--- src/rtl/instruction_fetch_stage.sv ---
// IF stage: PC register, instruction memory addressing, and a 2-bit saturating counter branch predictor.
// Fetch is combinational from PC; the PC advances on the next edge (redirect > stall > predicted target > PC+1).
module instruction_fetch_stage #(
  parameter int                    InstrWidth   = 16,
  parameter int                    IndexBits    = 4,
  parameter logic [InstrWidth-1:0] ResetPC      = '0,
  parameter logic [3:0]            BranchOpcode = 4'b1100
) (
  input  logic                  CLK,
  input  logic                  RST,
  input  logic                  Stall,
  input  logic                  Redirect_Valid,
  input  logic [InstrWidth-1:0] Redirect_PC,
  input  logic                  Update_Valid,
  input  logic [InstrWidth-1:0] Update_PC,
  input  logic                  Update_Taken,
  output logic [InstrWidth-1:0] Imem_Addr,
  input  logic [InstrWidth-1:0] Imem_Data,
  output logic [InstrWidth-1:0] Instruction_Out,
  output logic [InstrWidth-1:0] PC_Out,
  output logic                  Branch_Taken_Out
);

  localparam int Entries = 1 << IndexBits;

  logic [InstrWidth-1:0] pc_q, pc_d;
  logic [1:0]            cnt_q [Entries];
  logic [1:0]            cnt_d [Entries];

  logic                  is_branch;
  logic [IndexBits-1:0]  rd_idx;
  logic [IndexBits-1:0]  upd_idx;
  logic [InstrWidth-1:0] offset;
  logic [InstrWidth-1:0] pc_inc;
  logic [InstrWidth-1:0] target;
  logic                  unused_bits;

  assign is_branch        = (Imem_Data[15:12] == BranchOpcode);
  assign rd_idx           = pc_q[IndexBits-1:0];
  assign upd_idx          = Update_PC[IndexBits-1:0];
  assign Branch_Taken_Out = is_branch & cnt_q[rd_idx][1];

  // Offset is relative to the following instruction; all arithmetic wraps.
  assign offset = {{(InstrWidth-8){Imem_Data[7]}}, Imem_Data[7:0]};
  assign pc_inc = pc_q + InstrWidth'(1);
  assign target = pc_inc + offset;

  assign Imem_Addr       = pc_q;
  assign PC_Out          = pc_q;
  assign Instruction_Out = Imem_Data;

  assign unused_bits = ^{Update_PC[InstrWidth-1:IndexBits], Imem_Data[11:8]};

  always_comb begin
    pc_d = pc_inc;
    if (Redirect_Valid) begin
      pc_d = Redirect_PC;
    end else if (Stall) begin
      pc_d = pc_q;
    end else if (Branch_Taken_Out) begin
      pc_d = target;
    end
  end

  // Prediction above reads cnt_q, so a same-index update only becomes visible next cycle.
  always_comb begin
    cnt_d = cnt_q;
    if (Update_Valid) begin
      if (Update_Taken && (cnt_q[upd_idx] != 2'b11)) begin
        cnt_d[upd_idx] = cnt_q[upd_idx] + 2'd1;
      end else if (!Update_Taken && (cnt_q[upd_idx] != 2'b00)) begin
        cnt_d[upd_idx] = cnt_q[upd_idx] - 2'd1;
      end
    end
  end

  always_ff @(posedge CLK) begin
    if (RST) begin
      pc_q <= ResetPC;
      for (int i = 0; i < Entries; i++) begin
        cnt_q[i] <= 2'b01;
      end
    end else begin
      pc_q  <= pc_d;
      cnt_q <= cnt_d;
    end
  end

endmodule

--- config.mk ---
export PLATFORM = sky130hd
export DESIGN_NAME = instruction_fetch_stage
export DESIGN_NICKNAME = d
export VERILOG_FILES = /design/src/rtl/instruction_fetch_stage.sv
export SDC_FILE = /design/constraint.sdc
export NUM_CORES = 1
export LEC_CHECK = 0
export ABC_CLOCK_PERIOD_IN_PS = 4000
export CAP_MARGIN = 20
export CORE_AREA = 5 5 101 103
export CTS_BUF_LIST = sky130_fd_sc_hd__clkbuf_16
export CTS_CLUSTER_SIZE = 20
export DETAILED_ROUTE_END_ITERATION = 8
export DIE_AREA = 0 0 106 108
export GPL_TIMING_DRIVEN = 0
export PLACE_DENSITY_LB_ADDON = 0.05
export SLEW_MARGIN = 15
export SYNTH_ARGS = -nofsm -noshare
export SYNTH_HDL_FRONTEND = slang
export SYNTH_SLANG_ARGS = --single-unit
--- constraint.sdc ---
create_clock -name CLK -period 4 [get_ports CLK]
set_clock_uncertainty 0.2 [all_clocks]
set_input_delay 0.4 -clock CLK [delete_from_list [all_inputs] [get_ports CLK]]
set_output_delay 0.4 -clock CLK [all_outputs]
set_load 0.05 [all_outputs]
# Word-level counts from Yosys, hierarchy flattened
# Cells that the tools add are included.
[word_totals] latch_bits=0 memories=0 output_inout_bits=49 ram_bits=0 word_cells=52 romBits=0 regBits=48
[classes] muxes=15 n_reduce_logical=7 order_cmp=3 mul=0 add_sub_neg=4 shifts=0 bitwise_logic=3 n_eq_ne=3 n_div=0
[ops] operator="bitwise mux 32 bit" count=2
[ops] operator="two-way mux 32 bit" count=2
[ops] operator="two-way mux 16 bit" count=3
[ops] operator="adder 16 x 1 -> 16 bit, second input constant" count=1
[ops] operator="adder 16 bit" count=1
[ops] operator="binary-select mux 2 bit (select 4 bit)" count=2
[ops] operator=">= comparator 5 bit, second input constant" count=2
[ops] operator="two-way mux 2 bit" count=5
[ops] operator="NOT 4 -> 5 bit" count=2
[ops] operator="demux 2 bit (select 4 bit)" count=1
[ops] operator="< comparator 5 x 1 -> 1 bit, second input constant" count=1
[ops] operator="== test 4 bit, second input constant" count=1
[ops] operator="nonzero test 2 bit" count=2
[ops] operator="logical AND 1 bit" count=3
[ops] operator="adder 2 x 1 -> 2 bit, second input constant" count=1
[ops] operator="!= test 2 x 1 -> 1 bit, second input constant" count=1
[ops] operator="!= test 2 bit, second input constant" count=1
[ops] operator="AND reduction 2 bit" count=1
[ops] operator="subtractor 2 x 1 -> 2 bit, second input constant" count=1
[ops] operator="AND 1 bit" count=1
[ops] operator="logical NOT 1 bit" count=1

# Logic depth before layout (Yosys ltp)
# Gate-level depths: netlist of run 1.
[logic_depth] word_depth=8 mapped_depth=16 depth_no_buf=12

# Worst setup path before layout of run 1
# OpenSTA, ideal clock, no wires.
[synth_timing] path_type="input to register" startpoint="input port Update_PC[0]" endpoint="register (tool-made name)" path_slack_ps=79 setup_ps=117 n_path_buf=3 arrival_time_ps=3604 path_stages=14 path_cell_list="clkbuf_1 > mux4_2 > mux2_2 > o21ai_2 > buf_2 > inv_1 > ha_1 > and2b_1 > o21ai_2 > or3b_2 > clkbuf_1 > nor3_1 > mux2i_1 > nand2b_1"
[synth_rtl] item="start: declaration" line_no="15" source="input logic [InstrWidth-1:0] Update_PC,"

==> metrics.yaml, run 1 <==
clock_network:
  cts-buffers-inserted: 5
  cts_root_buf: "clkbuf_16"
  cts_sinks: 48
  path_clk_slew_ps: 60
  cts_buffer_depth: 2
  cts_tree: "built"
  htree_levels: 2
  clk_latency_ps: 290
floorplanning:
  fp-row-count: 35
  start_util_pct: 44.3
  pin_count: 103
  die_w_um: 106
  floorplan.die_area_mm2: 0.0114
  core_region_area_mm2: 0.00911
  die_y_um: 108
placed_design:
  numPortBuffers: 82
  place.gp.congestion: 0.849
  dp.final_hpwl_um: 9100
sta:
  tightest_slew_ps: 878
  period_needed_ps: 3750
  drv_slew: 0
  rsz0062_at_grt: "false"
  post-route-period-util_pct: 93.8
  setup_viol: 0
  setup-tns-final_ps: 0
  hold_viol_final: 0
  maxSlewHeadroom_pct: 40.9
  fmax_mhz: 267
min_path:
  hold_class: "flop to flop"
  hold-path-cell-count: 1
run:
  drv_cap: 0
drt:
  drt_iter0_drc: 147
  avgViaCountPerCell: 5.53
  via_count: 3776
  routed_wl_um: 11600
  drc: 0
  ant_nets: 0
  firstDrtPassIters: 4
  wl_per_cell_um: 17.0
global_routing:
  grtUsageTotal_pct: 19.8
  grt_pass1_vias: 3682
  antenna_found_initial: 0
  grt_max_degree: 17
  grt_overflow: 0
  grt_pass1_wl_um: 18400
worst_setup_path:
  cp.arrival_ps: 3730
  critPathLaunchType: "input port"
  reg2regPathDepth: 11
  crit_required_ps: 3980
  ff2ff_setup_slack_ps: 300
  critPathMaxFanout: 10
  criticalPathCategory: "input port to flop"
  cp-end-kind: "flop"
logic_synthesis:
  synth_cell_type_count: 62
  syn_avg_cell_area_um2: 8.33
  synth_common_cells: "48 x dfxtp_1, 47 x nand2_1, 38 x nor2_1"
  synth_area_leaders: "dfxtp_1 24%, ha_1 6.8%, buf_4 6.1%"
  ys_seq_elements: 48
  synth-edff-count: 0
  yosys_warnings: 0
  synth.most_common_cell: "dfxtp_1"
  synth_flop_cell: "dfxtp_1"
  synth_area_mm2: 0.00403
  synth_top_area_share_pct: 23.8
  yosysTopAreaCell: "dfxtp_1"
  syn_inst: 484
  synthesis.nets: 561
  yosysSeqAreaShare_pct: 23.8
  async_reset_ff_share_pct: 0
pwr:
  powerDensity_mw_per_mm2: 288
  ir_drop_uv: 170
  p_leak_nw: 1.98
final_layout:
  diodes: 0
  syn_to_final_growth_pct: 28.6
  final_util_pct: 57.0
  drive_above_1_share_pct: 14.9
  nets: 648
outcome:
  status: "completed"
stage by stage:
step / area (µm²) / std cells / total power [mW] / worst slack, ps / hold WS (ps)
floorplan: 4030 / 484 / 0.867 / 79.3 / 231
global placement: 4990 / 677 / 1.02 / -1060 / 248
detailed placement: 4990 / 677 / 1.02 / -1110 / 253
CTS: 5190 / 685 / 1.50 / 27.9 / 269
global route: 5190 / 683 / 1.56 / 56.0 / 293
finish: 5190 / 683 / 1.49 / 248 / 266
cell type report:
class,instances,area [µm²]
multi-input cells,365,2670
clock inverters,3,38.8
inverters,11,41.3
repair buffers,82,816
flip-flops and latches,48,961
plain buffers,58,398
fillers,864,3920
clock buffers,5,125
well taps,111,139
power breakdown:
group / switching [mW] / internal (mW) / total, mW
logic: 0.295 / 0.208 / 0.503
registers: 0.0195 / 0.493 / 0.513
clock network: 0.184 / 0.292 / 0.475
cells by family (layout without fill, tap and decap cells):
logic type | Yosys count | after routing | synth area share (%)
fa+ha+maj | 23 | 23 | 7.32
buf+inv | 71 | 159 | 10.7
xor+xnor | 23 | 23 | 5.00
mux | 35 | 35 | 12.3
simple gates | 160 | 160 | 20.4
flops | 48 | 48 | 23.8
compound gates | 124 | 124 | 20.4
critical path, stage by stage:
cell and delay [ps]:
clkbuf_2 180, mux4_2 520, mux2_2 300, o21ai_4 250
buf_4 240, inv_1 60, ha_1 180, and2b_1 260
o2111ai_1 360, nor3_1 620, nor2b_1 100, a211o_1 280
cells in the final DEF (no fill, tap or decap), types with 6 or more instances in the layout:
cell type,count
a211o_1,9
a21o_1,6
a21oi_1,32
and2_1,6
buf_4,34
clkbuf_1,14
clkdlybuf4s50_1,81
dfxtp_1,48
ha_1,22
inv_1,12
mux2_2,6
mux2i_1,18
mux4_2,11
nand2_1,47
nand2b_1,11
nand3_1,8
nor2_1,37
nor2b_1,10
nor3_1,6
o211ai_1,12
o21ai_0,30
xnor2_1,15
xor2_1,8
worst max path at each step:
| stage | start | endpoint | depth (start not counted) |
|---|---|---|---|
| final | Update_PC[0] | flop | 12 |
| after global routing | Update_PC[0] | flop | 13 |
| after CTS | Update_PC[1] | flop | 16 |
| after detailed placement | Update_PC[1] | flop | 16 |
| after global placement | Update_PC[1] | cnt_q[29] | 16 |
| after floorplan | Update_PC[0] | flop | 14 |
timing repair:
item                                    4_1_cts  5_1_grt
buffers inserted                              0        0
endpoints found under the setup margin       30       11
hold buffers                                  0        0
gates resized for setup                      10        4
pin swaps                                     1        2
metal layers:
| layer | vias up | GRT usage (%) | wire length (µm) |
|---|---|---|---|
| li1 | 1894 | - | - |
| met1 | 1785 | 25.2 | 5090 |
| met5 | - | 0 | 0 |
| met3 | 13 | 2.51 | 451 |
| met4 | 0 | 5.46 | 203 |
| met2 | 84 | 35.5 | 5840 |
Note: power is estimated with default switching activity, not from simulation.
==> run 2: changes to the inputs <==
--- a/config.mk
+++ b/config.mk
@@ -15,2 +15,3 @@
 export GPL_TIMING_DRIVEN = 0
+export MAX_ROUTING_LAYER = met4
 export PLACE_DENSITY_LB_ADDON = 0.05
==> constraint.sdc (replaced) <==
create_clock -name CLK -period 4 [get_ports CLK]
set_clock_uncertainty 0.2 [all_clocks]
set_input_delay 0.8 -clock CLK [delete_from_list [all_inputs] [get_ports CLK]]
set_output_delay 0.8 -clock CLK [all_outputs]
set_load 0.05 [all_outputs]
==> run 2 against run 1 <==
Clock power fell by 3%. Critical path type unchanged. Combinational power grew 1%. Total power down 0.46%. Largest power group unchanged. Sequential share of layout area is 0.31 points lower. Sequential cell count stayed put.
==> metrics.yaml, run 2 (synthesis gave the netlist of run 1 again) <==
pwr:
  powerDensity_mw_per_mm2: 281
  p_seq_share_pct: 34.6
  p_sw_uw: 489
  power.total_mw: 1.48
  p_leak_nw: 2.01
  pwr-share-comb_pct: 34.3
  ir_drop_uv: 172
  p_int_uw: 995
  swShare_pct: 33.0
  clkPwrFrac_pct: 31.1
placed_design:
  postPlaceCellArea_mm2: 0.00507
  numPortBuffers: 82
  dp.final_hpwl_um: 9060
  place.gp.congestion: 0.857
  place_ws_ps: -1180
final_layout:
  final_util_pct: 57.9
  fin_area_mm2: 0.00528
  multi_input_area_mm2: 0.00269
  seq_area_um2: 961
  nets: 652
  drive_above_1_share_pct: 15.9
  layout_commonest_cell: "clkdlybuf4s50_1"
  mostFrequentLayoutCells: "80 x clkdlybuf4s50_1, 48 x dfxtp_1, 47 x nand2_1, 37 x nor2_1, 35 x buf_4"
  diodes: 0
  syn_to_final_growth_pct: 30.8
  num-fill-cells: 821
worst_setup_path:
  critPathMaxFanout: 10
  critPathLaunchType: "input port"
  crit_required_ps: 3960
  cp.arrival_ps: 3840
  cp-end-kind: "flop"
  criticalPathCategory: "input port to flop"
global_routing:
  grtUsageTotal_pct: 20.5
  grt_max_degree: 17
  grt_pass1_vias: 3745
  antenna_found_initial: 0
  grt_overflow: 0
  grt_pass1_wl_um: 18600
sta:
  fmax_mhz: 258
  period_needed_ps: 3880
  setup_viol: 0
  tightest_slew_ps: 750
  drv_slew: 0
  hold_viol_final: 0
  worst_slack_ps: 120
  holdWs_ps: 277
  maxSlewHeadroom_pct: 49.6
  post-route-period-util_pct: 97.0
drt:
  wl_per_cell_um: 16.8
  via_count: 3769
  drt_iter0_drc: 218
  routed_wl_um: 11500
  drc: 0
  firstDrtPassIters: 5
  ant_nets: 0
  avgViaCountPerCell: 5.50
clock_network:
  clk_latency_ps: 290
  cts_root_buf: "clkbuf_16"
  htree_levels: 2
  cts_tree: "built"
  cts_buffer_depth: 2
  cts-buffers-inserted: 5
  ctsHoldBuffers: 0
  cts_sinks: 48
  path_clk_slew_ps: 60
floorplanning:
  core_region_area_mm2: 0.00911
  die_y_um: 108
  start_util_pct: 44.3
  floorplan.die_area_mm2: 0.0114
  pin_count: 103
  fp-row-count: 35
  die_w_um: 106
outcome:
  status: "completed"
min_path:
  hold_class: "flop to flop"
run:
  drv_cap: 0
==> run 2: final cells by class <==
class,instances,area share [%]
plain buffers,60,8.59
clock buffers,5,2.37
clock inverters,1,0.569
inverters,11,0.783
multi-input cells,365,51.0
flip-flops and latches,48,18.2
well taps,111,2.63
repair buffers,84,15.8
==> run 2: final timing paths <==
check,start,endpoint,slack (ps),cells after the start
worst min register to register,flop,flop,280,1
worst max-delay path,Update_PC[1],cnt_q[27],120,12
worst max register to register,Imem_Addr[0],Imem_Addr[15],480,12
worst min-delay path,flop,flop,280,1
==> run 2: power groups by stage <==
stage / clock (mW) / combinational [mW] / sequential, mW
final: 0.461 / 0.510 / 0.514
after global routing: 0.485 / 0.550 / 0.516
after CTS: 0.471 / 0.508 / 0.514
after detailed placement: 0 / 0.504 / 0.524
after global placement: 0 / 0.500 / 0.524
after floorplan: 0 / 0.318 / 0.554
==> run 2: what timing repair did <==
action,CTS,global route
endpoints found under the setup margin,33,5
resized for setup,13,4
setup buffers,1,1
pin swaps,2,1
cloned,0,0
==> run 2: critical path, cell delays in order <==
cell and delay [ps]:
clkbuf_4 170, clkbuf_16 170, mux4_2 500, mux4_2 500, ha_1 190, and2b_2 250
o21ai_4 90, or3b_2 480, clkbuf_8 180, nor3_4 230, mux2i_1 220, nor2_1 50
==> run 2: per-layer routing <==
layer	share of wire (%)	global-route usage (%)	routed length, µm
met5	0	-	0
met4	1.4	5.55	165
met3	2.0	1.61	229
met2	53	37.8	6100
met1	44	24.2	5020
==> run 2: through the flow <==
step,setup TNS (ps),cells
2_1_floorplan,0,484
3_3_place_gp,-26690,677
3_5_place_dp,-28270,677
4_1_cts,0,684
5_1_grt,-2.77,685
6_report,0,685
